**config.mk**
```make
export PLATFORM = sky130hd
export DESIGN_NAME = hazard_stall_ctrl_flat
export DESIGN_NICKNAME = d
export VERILOG_FILES = /design/src/rtl/hazard_stall_ctrl_pkg.sv /design/src/rtl/hazard_stall_ctrl_if.sv /design/src/rtl/hazard_stall_ctrl_load_use.sv /design/src/rtl/hazard_stall_ctrl.sv /design/src/flat_wrapper.sv
export SDC_FILE = /design/constraint.sdc
export NUM_CORES = 1
export LEC_CHECK = 0
export CORE_MARGIN = 2
export CORE_UTILIZATION = 43
export DETAILED_ROUTE_END_ITERATION = 16
export HOLD_SLACK_MARGIN = 0.05
export PLACE_DENSITY = 0.81
export SLEW_MARGIN = 10
export SYNTH_ARGS = -nofsm -noshare
export SYNTH_HDL_FRONTEND = slang
export SYNTH_SLANG_ARGS = --single-unit
```
**constraint.sdc**
```tcl
create_clock -name clk_i -period 2.7 [get_ports clk_i]
set_clock_uncertainty 0.05 [all_clocks]
set_input_delay 0.54 -clock clk_i [delete_from_list [all_inputs] [get_ports clk_i]]
set_output_delay 0.54 -clock clk_i [all_outputs]
set_load 0.03 [all_outputs]
```
**src/rtl/hazard_stall_ctrl_pkg.sv**
```systemverilog
// hazard_stall_ctrl_pkg: shared register-file and hazard FSM types for the CPU pipeline.
package hazard_stall_ctrl_pkg;
    localparam int REG_ADDR_W = 5;
    localparam logic [REG_ADDR_W-1:0] REG_ZERO = 5'd0;
    typedef enum logic [1:0] {RUN, WAIT_MEM, FAULT} hazard_state_t;
endpackage

```
**src/rtl/hazard_stall_ctrl_if.sv**
```systemverilog
// hazard_stall_ctrl_if: pipeline-to-hazard-controller bundle; master is the pipeline, slave the controller.
// Stats signals exist only when HAZARD_STATS_EN is defined.
interface hazard_stall_ctrl_if;
    import hazard_stall_ctrl_pkg::*;
    logic [REG_ADDR_W-1:0] id_reg_read_addr1_i;
    logic [REG_ADDR_W-1:0] id_reg_read_addr2_i;
    logic                  id_uses_reg2_i;
    logic [REG_ADDR_W-1:0] ex_reg_write_addr_i;
    logic                  ex_mem_read_ctrl_i;
    logic                  mem_req_i;
    logic                  mem_ack_i;
    logic                  pc_stall_o;
    logic                  if_id_stall_o;
    logic                  id_ex_stall_o;
    logic                  id_ex_bubble_o;
    logic                  ex_mem_stall_o;
    logic                  mem_timeout_o;
`ifdef HAZARD_STATS_EN
    logic [31:0]           stall_cycles_o;
    logic [31:0]           bubble_cnt_o;
`endif
    modport master (
        output id_reg_read_addr1_i, id_reg_read_addr2_i, id_uses_reg2_i,
               ex_reg_write_addr_i, ex_mem_read_ctrl_i, mem_req_i, mem_ack_i,
        input  pc_stall_o, if_id_stall_o, id_ex_stall_o, id_ex_bubble_o,
               ex_mem_stall_o, mem_timeout_o
`ifdef HAZARD_STATS_EN
               , stall_cycles_o, bubble_cnt_o
`endif
    );
    modport slave (
        input  id_reg_read_addr1_i, id_reg_read_addr2_i, id_uses_reg2_i,
               ex_reg_write_addr_i, ex_mem_read_ctrl_i, mem_req_i, mem_ack_i,
        output pc_stall_o, if_id_stall_o, id_ex_stall_o, id_ex_bubble_o,
               ex_mem_stall_o, mem_timeout_o
`ifdef HAZARD_STATS_EN
               , stall_cycles_o, bubble_cnt_o
`endif
    );
endinterface

```
**src/rtl/hazard_stall_ctrl_load_use.sv**
```systemverilog
// load_use_detect: flags an ID instruction reading the register a pending load in ID/EX writes.
// Kept standalone so the forwarding unit can share it.
module load_use_detect
    import hazard_stall_ctrl_pkg::*;
(
    input  logic [REG_ADDR_W-1:0] rs_i,
    input  logic [REG_ADDR_W-1:0] rt_i,
    input  logic                  uses_rt_i,
    input  logic [REG_ADDR_W-1:0] ex_wr_i,
    input  logic                  ex_mem_read_i,
    output logic                  load_use_o
);
    assign load_use_o = ex_mem_read_i & (ex_wr_i != REG_ZERO) &
                        ((rs_i == ex_wr_i) | (uses_rt_i & (rt_i == ex_wr_i)));
endmodule

```
**src/rtl/hazard_stall_ctrl.sv**
```systemverilog
// hazard_stall_ctrl: load-use bubble insertion, memory-wait freeze and wait-timeout trap.
// Define HAZARD_STATS_EN to add stall/bubble event counters.
module hazard_stall_ctrl
    import hazard_stall_ctrl_pkg::*;
#(
    parameter int MAX_WAIT = 16
) (
    input  logic              clk_i,
    input  logic              rst_i,
    hazard_stall_ctrl_if.slave bus
);
    localparam int CW = (MAX_WAIT > 0) ? $clog2(MAX_WAIT + 1) : 1;
    localparam logic [CW-1:0] LIMIT = CW'((MAX_WAIT > 0) ? MAX_WAIT - 1 : 0);
    localparam logic [CW-1:0] SAT = '1;

    hazard_state_t state_q, state_d;
    logic [CW-1:0] cnt_q, cnt_d;
    logic          timeout_q;
    logic          load_use, mem_wait, full, lu;

    load_use_detect u_lud (
        .rs_i          (bus.id_reg_read_addr1_i),
        .rt_i          (bus.id_reg_read_addr2_i),
        .uses_rt_i     (bus.id_uses_reg2_i),
        .ex_wr_i       (bus.ex_reg_write_addr_i),
        .ex_mem_read_i (bus.ex_mem_read_ctrl_i),
        .load_use_o    (load_use)
    );

    // A dropped request counts as an ack, so outside FAULT the freeze is just mem_wait.
    assign mem_wait = bus.mem_req_i & ~bus.mem_ack_i;
    assign full     = ~rst_i & (mem_wait | (state_q == FAULT));
    assign lu       = ~rst_i & ~full & load_use;

    assign bus.pc_stall_o     = full | lu;
    assign bus.if_id_stall_o  = full | lu;
    assign bus.id_ex_stall_o  = full;
    assign bus.ex_mem_stall_o = full;
    assign bus.id_ex_bubble_o = lu;
    assign bus.mem_timeout_o  = timeout_q;

    always_comb begin
        state_d = state_q;
        cnt_d   = cnt_q;
        if (state_q == RUN && mem_wait) begin
            state_d = WAIT_MEM;
            cnt_d   = CW'(1);
        end else if (state_q == WAIT_MEM) begin
            if (!mem_wait) begin
                state_d = RUN;
                cnt_d   = '0;
            end else begin
                cnt_d = (cnt_q == SAT) ? cnt_q : cnt_q + CW'(1);
                if (MAX_WAIT != 0 && cnt_q >= LIMIT)
                    state_d = FAULT;
            end
        end
    end

    always_ff @(posedge clk_i or posedge rst_i) begin
        if (rst_i) begin
            state_q   <= RUN;
            cnt_q     <= '0;
            timeout_q <= 1'b0;
        end else begin
            state_q   <= state_d;
            cnt_q     <= cnt_d;
            timeout_q <= (state_d == FAULT);
        end
    end

`ifdef HAZARD_STATS_EN
    logic [31:0] stall_cycles_q, bubble_cnt_q;

    always_ff @(posedge clk_i or posedge rst_i) begin
        if (rst_i) begin
            stall_cycles_q <= '0;
            bubble_cnt_q   <= '0;
        end else begin
            stall_cycles_q <= stall_cycles_q + {31'd0, full};
            bubble_cnt_q   <= bubble_cnt_q + {31'd0, lu};
        end
    end

    assign bus.stall_cycles_o = stall_cycles_q;
    assign bus.bubble_cnt_o   = bubble_cnt_q;
`endif
endmodule
```
**src/flat_wrapper.sv**
```systemverilog
// flat-port wrapper written by rule: the top's interface ports become plain ports
module hazard_stall_ctrl_flat import hazard_stall_ctrl_pkg::*;
#(
    parameter int MAX_WAIT = 16
)
  (clk_i, rst_i, bus_id_reg_read_addr1_i, bus_id_reg_read_addr2_i, bus_id_uses_reg2_i, bus_ex_reg_write_addr_i, bus_ex_mem_read_ctrl_i, bus_mem_req_i, bus_mem_ack_i, bus_pc_stall_o, bus_if_id_stall_o, bus_id_ex_stall_o, bus_id_ex_bubble_o, bus_ex_mem_stall_o, bus_mem_timeout_o);
  hazard_stall_ctrl_if bus_i ();
  input  logic clk_i;
  input  logic rst_i;
  input wire logic [$bits(bus_i.id_reg_read_addr1_i)-1:0] bus_id_reg_read_addr1_i;
  input wire logic [$bits(bus_i.id_reg_read_addr2_i)-1:0] bus_id_reg_read_addr2_i;
  input wire logic [$bits(bus_i.id_uses_reg2_i)-1:0] bus_id_uses_reg2_i;
  input wire logic [$bits(bus_i.ex_reg_write_addr_i)-1:0] bus_ex_reg_write_addr_i;
  input wire logic [$bits(bus_i.ex_mem_read_ctrl_i)-1:0] bus_ex_mem_read_ctrl_i;
  input wire logic [$bits(bus_i.mem_req_i)-1:0] bus_mem_req_i;
  input wire logic [$bits(bus_i.mem_ack_i)-1:0] bus_mem_ack_i;
  output wire logic [$bits(bus_i.pc_stall_o)-1:0] bus_pc_stall_o;
  output wire logic [$bits(bus_i.if_id_stall_o)-1:0] bus_if_id_stall_o;
  output wire logic [$bits(bus_i.id_ex_stall_o)-1:0] bus_id_ex_stall_o;
  output wire logic [$bits(bus_i.id_ex_bubble_o)-1:0] bus_id_ex_bubble_o;
  output wire logic [$bits(bus_i.ex_mem_stall_o)-1:0] bus_ex_mem_stall_o;
  output wire logic [$bits(bus_i.mem_timeout_o)-1:0] bus_mem_timeout_o;
  assign bus_i.id_reg_read_addr1_i = bus_id_reg_read_addr1_i;
  assign bus_i.id_reg_read_addr2_i = bus_id_reg_read_addr2_i;
  assign bus_i.id_uses_reg2_i = bus_id_uses_reg2_i;
  assign bus_i.ex_reg_write_addr_i = bus_ex_reg_write_addr_i;
  assign bus_i.ex_mem_read_ctrl_i = bus_ex_mem_read_ctrl_i;
  assign bus_i.mem_req_i = bus_mem_req_i;
  assign bus_i.mem_ack_i = bus_mem_ack_i;
  assign bus_pc_stall_o = bus_i.pc_stall_o;
  assign bus_if_id_stall_o = bus_i.if_id_stall_o;
  assign bus_id_ex_stall_o = bus_i.id_ex_stall_o;
  assign bus_id_ex_bubble_o = bus_i.id_ex_bubble_o;
  assign bus_ex_mem_stall_o = bus_i.ex_mem_stall_o;
  assign bus_mem_timeout_o = bus_i.mem_timeout_o;
  hazard_stall_ctrl #(.MAX_WAIT(MAX_WAIT)) u_core (.clk_i(clk_i), .rst_i(rst_i), .bus(bus_i));
endmodule
```
==> impl_metrics.yaml <==
timing:
  worst_pin_slew_ns: 0.300
  hold_violations: 0
  max_freq_mhz: 382
  drv_slew: 0
  totalNegativeSetupSlack_ns: 0
  fin_crit_ns: 2.62
  min_period_over_period: 0.969
  rsz0062_at_grt: "false"
  max_slew_margin: 0.800
  finalSetupViolations: 0
yosys:
  avgSynthCellArea_um2: 8.40
  synth_edf_count: 0
  synth_common_cells: "xor2_1, dfrtp_1, nor2_1"
  ys_warn_count: 0
  ys.flop_type: "dfrtp_1"
  synthCells: 74
  synth_fp_nets: 98
  ys_ff_latch: 8
  synth.area.top_cells: "dfrtp_1, xor2_1, ha_1"
  seq_area_frac_synth: 0.322
  synth_largest_area_cell: "dfrtp_1"
  syn_area_um2: 622
  synth_top_area_frac: 0.322
  ys_types: 26
  synth_most_common_cell: "xor2_1"
  synthArstFlopShare: 1.00
run:
  drv_cap: 0
global_routing:
  grt_pass1_wl_mm: 2.37
  grt_max_degree: 11
  grt_use_total: 0.177
  grt_pass1_vias: 540
  grt_antenna_before_repair: 0
  grt_remaining_overflow: 0
clock_network:
  cts_root_buf: "clkbuf_4"
  cts_buffer_depth: 2
  cts_tree: "built"
  hold_buffers: 0
  htree_levels: 1
  cts_sinks: 8
  clk_latency_ns: 0.26
  cts_buffers: 3
  clk_pin_slew_ns: 0.04
critical_path:
  arrival_ns: 2.03
  crit_required_ns: 2.11
  max_stage_delay_ns: 0.56
  cp-startpoint: "bus_ex_reg_write_addr_i[1]"
  crit_type: "input port to output pin"
  start_kind: "input port"
  timing.rr.start: "u_core.cnt_q[0]"
  worst_setup_path_end_kind: "output pin"
  path_cells: "clkdlybuf4s50_1 -> or4_1 -> o211ai_2 -> o21bai_1 -> buf_4"
  slowest_stage: "or4_1"
  cp_max_fo: 3
floorplan:
  start_util: 0.466
  io_pins: 27
  die_w_um: 42.0
  core_region_area_mm2: 0.00133
  die_area_mm2: 0.00177
  die_height_um: 42.0
  rows: 13
drt:
  drc_errors: 0
  routed_wl_mm: 1.51
  vias_per_cell: 5.31
  wl_met2_um: 759
  dr_wl_met3_um: 83
  met1Wirelength_um: 658
  drtPass1Iterations: 4
  wire_per_inst_um: 13.0
  postRouteAntennaNets: 0
  top_layer_used: "met4"
  first_iter_violations: 13
  vias: 616
layout:
  num-fill-cells: 125
  num_antenna_cells: 0
  finalNonFillerCells: 116
  drive_gt1_frac: 0.109
  nNetsFinal: 127
  area_growth_pct: 45.7
placed_design:
  portBuffers: 26
  dpl.hpwl_mm: 1.25
  place_inst: 113
  place_congestion: 0.841
power_and_ir_drop:
  ir_drop_mv: 0.313
  cellLeakagePower_nw: 0.423
  powerDensity_mw_per_mm2: 331
  total_power_mw: 0.300
min_path:
  worstHoldStart: "u_core.cnt_q[2]"
  hold_class: "register to register"
outcome:
  outcome: "finished clean"
final timing paths:
check	depth (start not counted)	end	slack [ns]
worst min register to register	2	u_core.cnt_q[2]	0.51
max in group asynchronous	3	u_core.cnt_q[2]	1.90
worst min-delay path	2	u_core.cnt_q[2]	0.51
min in group asynchronous	3	u_core.cnt_q[3]	0.56
worst max-delay path	5	bus_pc_stall_o	0.08
worst max register to register	6	u_core.cnt_q[2]	0.90
kinds of logic (layout without fill, tap and decap cells):
group                      Yosys count  count (layout)  synth area share
and+or+nand+nor                     26              26             0.211
AOI/OAI and AO/OA                   19              19             0.193
xor gates and xnor gates            10              10             0.141
DFF                                  8               8             0.322
buffers and inverters                7              34            0.0563
adders and majority gates            3               3            0.0604
muxes                                1               1            0.0161
stage by stage:
stage	area [um^2]	util	setup slack, ns	hold WS [ns]
3_5_place_dp	876	0.657	0.0723	0.490
4_1_cts	898	0.674	0.0651	0.503
3_3_place_gp	876	0.657	0.0921	0.476
6_report	906	0.679	0.0847	0.507
5_1_grt	906	0.679	0.0320	0.533
2_1_floorplan	622	-	0.139	0.321
power breakdown:
group / internal [mW] / total, mW / switching, mW
Combinational: 0.0452 / 0.0805 / 0.0353
Sequential: 0.124 / 0.129 / 0.00512
Clock: 0.0507 / 0.0899 / 0.0391
cells in the final DEF, fill, tap and decap left out:
master	instances
o21ai_0	5
dlymetal6s2s_1	3
xor2_1	9
and3_1	2
or4_1	1
o22ai_1	1
buf_4	6
xnor2_1	1
nand2_1	6
inv_1	4
nand2b_1	3
nor3_1	3
o211ai_2	1
a22oi_1	1
nor2_1	7
dfrtp_1	8
ha_1	3
clkdlybuf4s50_1	18
mux2i_1	1
o31ai_1	1
a21oi_1	6
o21bai_1	2
a32oi_1	1
nand3_1	2
nor2b_1	1
o21a_1	1
clkbuf_4	3
nor4_2	1
layout make-up:
class                      count  area, um^2  share of cell area
tap                           15        18.8              0.0207
multi-input combinational     59         387               0.427
inverter                       4        15.0              0.0166
timing repair buffer          27         263               0.290
clock buffer                   3        22.5              0.0249
sequential                     8         200               0.221
repair_timing:
action,4_1_cts,5_1_grt
buffers inserted,0,0
setup endpoints to repair,0,3
resized for setup,0,3
state kept, by name, indices dropped and copies added (netlist names):
register	count
u_core.cnt_q	5
u_core.state_q	2
u_core.bus.mem_timeout_o	1
worst max-delay path, delay by kind of cell:
family / cells / cell delay, ns
simple gates: 1 / 0.56
buf+inv: 2 / 0.65
compound gates: 2 / 0.27
metal layers:
metal	vias to the layer above	track usage
li1	311	-
met1	281	0.214
met2	21	0.284
met3	3	0.0862
met4	0	0.0438
met5	-	0
(Power assumes the default switching activity.)
